[src/rtl/seven_segment_reader.sv]
// seven_segment_reader: decodes multiplexed active-low 7-segment scan lines back to hex digits, DP and frame pulses.
// Define SEVEN_SEGMENT_READER_SYNC_EN to pass anodes/segments through a two-flop synchroniser first.
module seven_segment_reader #(
    parameter int DIGITS        = 8,
    parameter int SETTLE_CYCLES = 16
) (
    input  logic                  clk,
    input  logic                  reset_n,
    input  logic [DIGITS-1:0]     anodes,
    input  logic [7:0]            segments,
    output logic [4*DIGITS-1:0]   digit_values,
    output logic [DIGITS-1:0]     digit_valid,
    output logic [DIGITS-1:0]     digit_dp,
    output logic                  frame_valid,
    output logic                  decode_error
);
    localparam int CW = $clog2(SETTLE_CYCLES + 1);
    localparam int IW = $clog2(DIGITS);
    typedef enum logic [1:0] {S_WAIT, S_SETTLE, S_HOLD} state_t;
    logic [DIGITS+7:0] raw, smp;
    logic [DIGITS-1:0] an_s, mask, mask_n;
    logic [7:0]        seg_s, cand_seg, cand_seg_n;
    logic [IW-1:0]     idx, cand_idx, cand_idx_n;
    logic [CW-1:0]     cnt, cnt_n;
    logic [4:0]        dec;
    logic              onehot, same, capture;
    state_t            state, state_n;
`ifdef SEVEN_SEGMENT_READER_SYNC_EN
    logic [DIGITS+7:0] sync1, sync2;
    always_ff @(posedge clk or negedge reset_n) begin
        if (!reset_n) begin
            sync1 <= '1;
            sync2 <= '1;
        end else begin
            sync1 <= {anodes, segments};
            sync2 <= sync1;
        end
    end
    assign raw = sync2;
`else
    assign raw = {anodes, segments};
`endif
    always_ff @(posedge clk or negedge reset_n) begin
        if (!reset_n) smp <= '1;
        else          smp <= raw;
    end
    assign an_s   = smp[DIGITS+7:8];
    assign seg_s  = smp[7:0];
    assign onehot = $onehot(~an_s);
    always_comb begin
        idx = '0;
        for (int i = 0; i < DIGITS; i++)
            if (!an_s[i]) idx = IW'(i);
    end
    assign same = onehot && idx == cand_idx && seg_s == cand_seg;
    always_comb begin
        state_n    = state;
        cand_idx_n = cand_idx;
        cand_seg_n = cand_seg;
        cnt_n      = cnt;
        capture    = 1'b0;
        case (state)
            S_WAIT: if (onehot) begin
                cand_idx_n = idx;
                cand_seg_n = seg_s;
                cnt_n      = CW'(1);
                state_n    = S_SETTLE;
            end
            S_SETTLE: if (!onehot) state_n = S_WAIT;
            else if (!same) begin
                cand_idx_n = idx;
                cand_seg_n = seg_s;
                cnt_n      = CW'(1);
            end else begin
                cnt_n = cnt + CW'(1);
                if (cnt_n == CW'(SETTLE_CYCLES)) begin
                    capture = 1'b1;
                    state_n = S_HOLD;
                end
            end
            S_HOLD: if (!onehot) state_n = S_WAIT;
            else if (!same) begin
                cand_idx_n = idx;
                cand_seg_n = seg_s;
                cnt_n      = CW'(1);
                state_n    = S_SETTLE;
            end
            default: state_n = S_WAIT;
        endcase
    end
    always_ff @(posedge clk or negedge reset_n) begin
        if (!reset_n) begin
            state    <= S_WAIT;
            cand_idx <= '0;
            cand_seg <= '1;
            cnt      <= '0;
        end else begin
            state    <= state_n;
            cand_idx <= cand_idx_n;
            cand_seg <= cand_seg_n;
            cnt      <= cnt_n;
        end
    end
    // segments are active-low with DP in bit 0; decode works on active-high A..G
    always_comb begin
        case (~cand_seg[7:1])
            7'b1111110: dec = 5'h10;
            7'b0110000: dec = 5'h11;
            7'b1101101: dec = 5'h12;
            7'b1111001: dec = 5'h13;
            7'b0110011: dec = 5'h14;
            7'b1011011: dec = 5'h15;
            7'b1011111: dec = 5'h16;
            7'b1110000: dec = 5'h17;
            7'b1111111: dec = 5'h18;
            7'b1111011: dec = 5'h19;
            7'b1110111: dec = 5'h1a;
            7'b0011111: dec = 5'h1b;
            7'b0001101: dec = 5'h1c;
            7'b0111101: dec = 5'h1d;
            7'b1001111: dec = 5'h1e;
            7'b1000111: dec = 5'h1f;
            default:    dec = 5'h00;
        endcase
    end
    always_comb begin
        mask_n = mask;
        for (int i = 0; i < DIGITS; i++)
            if (cand_idx == IW'(i)) mask_n[i] = 1'b1;
    end
    always_ff @(posedge clk or negedge reset_n) begin
        if (!reset_n) begin
            digit_values <= '0;
            digit_valid  <= '0;
            digit_dp     <= '0;
            frame_valid  <= 1'b0;
            decode_error <= 1'b0;
            mask         <= '0;
        end else begin
            frame_valid  <= capture && &mask_n;
            decode_error <= capture && !dec[4];
            if (capture) begin
                mask <= &mask_n ? '0 : mask_n;
                for (int i = 0; i < DIGITS; i++)
                    if (cand_idx == IW'(i)) begin
                        digit_values[4*i +: 4] <= dec[3:0];
                        digit_valid[i]         <= dec[4];
                        digit_dp[i]            <= ~cand_seg[0];
                    end
            end
        end
    end
endmodule

[config.mk]
export PLATFORM = sky130hd
export DESIGN_NAME = seven_segment_reader
export DESIGN_NICKNAME = d
export VERILOG_FILES = /design/src/rtl/seven_segment_reader.sv
export SDC_FILE = /design/constraint.sdc
export NUM_CORES = 1
export LEC_CHECK = 0
export CORE_MARGIN = 1
export CORE_UTILIZATION = 59
export DETAILED_ROUTE_END_ITERATION = 16
export HOLD_SLACK_MARGIN = 0.05
export PLACE_DENSITY = 0.84
export RECOVER_POWER = 50
export SKIP_LAST_GASP = 1
export SYNTH_ARGS = -nofsm -noshare
export SYNTH_HDL_FRONTEND = slang
export SYNTH_SLANG_ARGS = --single-unit
[constraint.sdc]
create_clock -name clk -period 12.4 [get_ports clk]
set_clock_uncertainty 0.15 [all_clocks]
set_input_delay 2.48 -clock clk [delete_from_list [all_inputs] [get_ports clk]]
set_output_delay 2.48 -clock clk [all_outputs]
set_load 0.01 [all_outputs]
==> reports/results.txt <==
yosys warns = 0
crit path cell chain = clkbuf_1 > clkbuf_1
Critical-path top delay cell = clkbuf_1
antenna violations before repair = 0
cts hold-fix bufs = 0
Core Util, Final = 72.3%
RSZ-0062 raised after global routing = false
Min-Delay Path Class = reg -> reg
Final Cycle Share = 51.8%
Root Buffer = clkbuf_8
layout cells sized above 1 = 18.4%
CP max stage delay = 2.54 ns
highest metal used = met4
Cells after DPL = 526
Setup Fix Bufs, Post-CTS = 0
Avg Cell Area, Syn = 12.4 um^2
WP data arrival = 5.95 ns
CTS resizes = 0
Relative slew margins = -135%
Core Box Area = 0.00769 mm^2
first-pass GRT wire length = 14900 um
Via density = 5.65
most frequent cells in the layout = 68 x dfrtp_1, 41 x clkdlybuf4s50_1, 33 x inv_1, 29 x mux2_1, 25 x dlygate4sd3_1
met2 WL = 4160 um
FF-to-FF setup slack = 7.11 ns
Max clock buf depth = 2
GP Congestion = 0.859
Final min period = 6.42 ns
grt total ovfl = 0
Setup CP Type = in -> async
multi-input logic area = 0.00209 mm^2
endpoints failing setup = 0
cts bufs inserted = 9
DR WL/cell = 15.7 um
diode count = 0
FP Rows = 32
synthesized area = 0.00465 mm^2
Primary FF master, synth = dfrtp_1
clock-pin slew on the worst setup and hold paths = 0.08 ns
register area = 0.00233 mm^2
DRT met1 WL = 3880 um
crit path buf inv count = 2
outcome = finished with violations
number of hold violations in the final report = 0
most common cell after layout, fill and taps aside = dfrtp_1
Crit path max-delay family = buffers and inverters
die span in y = 90.8 um
DRT Pass-1 Iters = 6
CP Max Fanout = 70
All-Layer GR Usage = 23.0%
port bufs = 67
final-layout fill cell count = 536
Nets = 465
Yosys reg bits = 92
dpl hpwl = 6350 um
count of flip-flops with a built-in enable after synthesis = 0
Cells after Synth = 374
pwr dens = 148 mW/mm^2
Clock Latency Late Sink = 0.36 ns
vias = 3060
Post-DRT Antenna Nets = 0
Area growth, synth to finish = 19.5%
drt drc = 0
Detailed Route WL = 8530 um
required time worst endpoint = 11.92 ns
failing checks = max-capacitance violations, max-slew violations
Die X = 90.8 um
Layout Cells excl Fill = 542
Worst setup EP type = asynchronous set/reset pin
Crit path top cell by count = clkbuf_1
die area = 0.00825 mm^2
Distinct cells, synth = 63
CP Launch Type = input pin
leakage = 2.55 nW
Setup TNS Final = 0 ns
Initial Utilization = 60.5%
H-tree Lvls = 3
register area share after synthesis = 50.1%
CTS tree = done
Top-Level Pins = 68
largest net degree at the start of global routing = 71
clk sinks = 92
Max Cap Viol = 1
Worst Tran Pin Value = 3.52 ns
1st-iter DRT viols = 181
met3 wire length = 320 um
Async S/R FF share, synth = 100%
worst vdd ir = 0.000118 V
post-synth net total = 404
Fmax = 156 MHz
vias in the first global route = 3065
Power, Total = 825 uW
max-slew violations = 71
[power breakdown]
group / total, mW / leakage, nW / switching [mW] / internal (mW)
Sequential: 0.399 / 1.18 / 0.0631 / 0.336
Combinational: 0.214 / 1.26 / 0.127 / 0.0863
Clock: 0.212 / 0.109 / 0.110 / 0.102
[area by class of cell]
type,instances,share of cell area [%]
Sequential cell,92,41.9
Multi-Input combinational cell,229,37.6
Timing Repair Buffer,68,12.0
Clock buffer,10,2.47
Inverter,35,2.36
Tap cell,102,2.29
Clock inverter,6,1.33
[cell usage after synthesis (all sizes together) (10+ instances only)]
| cell | n | area, um^2 |
|---|---|---|
| clkbuf | 10 | 37.5 |
| dfstp | 24 | 631 |
| mux2i | 11 | 110 |
| nand2 | 16 | 60.1 |
| dfrtp | 68 | 1700 |
| inv | 35 | 131 |
| xor2 | 10 | 87.6 |
| mux2 | 51 | 657 |
| nor2 | 11 | 41.3 |
| o21ai | 11 | 58.8 |
| nand3 | 17 | 190 |
[state kept, by name, indices dropped and copies added, names as in the netlist]
| name | cells |
|---|---|
| cand_seg | 8 |
| state | 2 |
| cnt | 5 |
| mask | 8 |
| digit_dp | 8 |
| decode_error | 1 |
| frame_valid | 1 |
| digit_values | 32 |
| digit_valid | 8 |
| smp | 16 |
| cand_idx | 3 |
[metal layers]
layer / GRT usage, % / up-vias
met3: 3.28 / 18
met4: 9.52 / 0
li1: - / 1453
met2: 37.4 / 94
met5: 0 / -
met1: 31.0 / 1495
[per-stage QoR]
step,setup WS (ns),cell area (um^2),hold slack [ns]
3_3_place_gp,7.26,5360,0.323
2_1_floorplan,8.09,4650,0.339
6_report,5.98,5560,0.341
3_5_place_dp,7.09,5360,0.331
4_1_cts,7.09,5570,0.353
5_1_grt,5.01,5560,0.356
[cell families (layout without fill, tap and decap cells)]
logic type	Yosys count	count (layout)	share of synthesized area, %
XOR/XNOR	11	11	2.07
multiplexers	62	62	16.5
adder cells (fa/ha/maj)	12	12	3.87
AND/OR/NAND/NOR	81	81	12.0
AO/OA/AOI/OAI	63	63	10.5
flip-flops	92	92	50.1
buffers and inverters	53	119	4.95
[path summary, 6_finish.rpt]
kind | from | to | depth (start not counted)
max | reset_n | mask[7] | 2
min | digit_valid[5] | digit_valid[5] | 1
max reg2reg | smp[11] | digit_valid[3] | 13
min reg2reg | digit_valid[5] | digit_valid[5] | 1
max in group clk | smp[11] | digit_valid[3] | 13
min in group asynchronous | reset_n | mask[4] | 1
No activity file was read; power rests on OpenSTA's default activity.
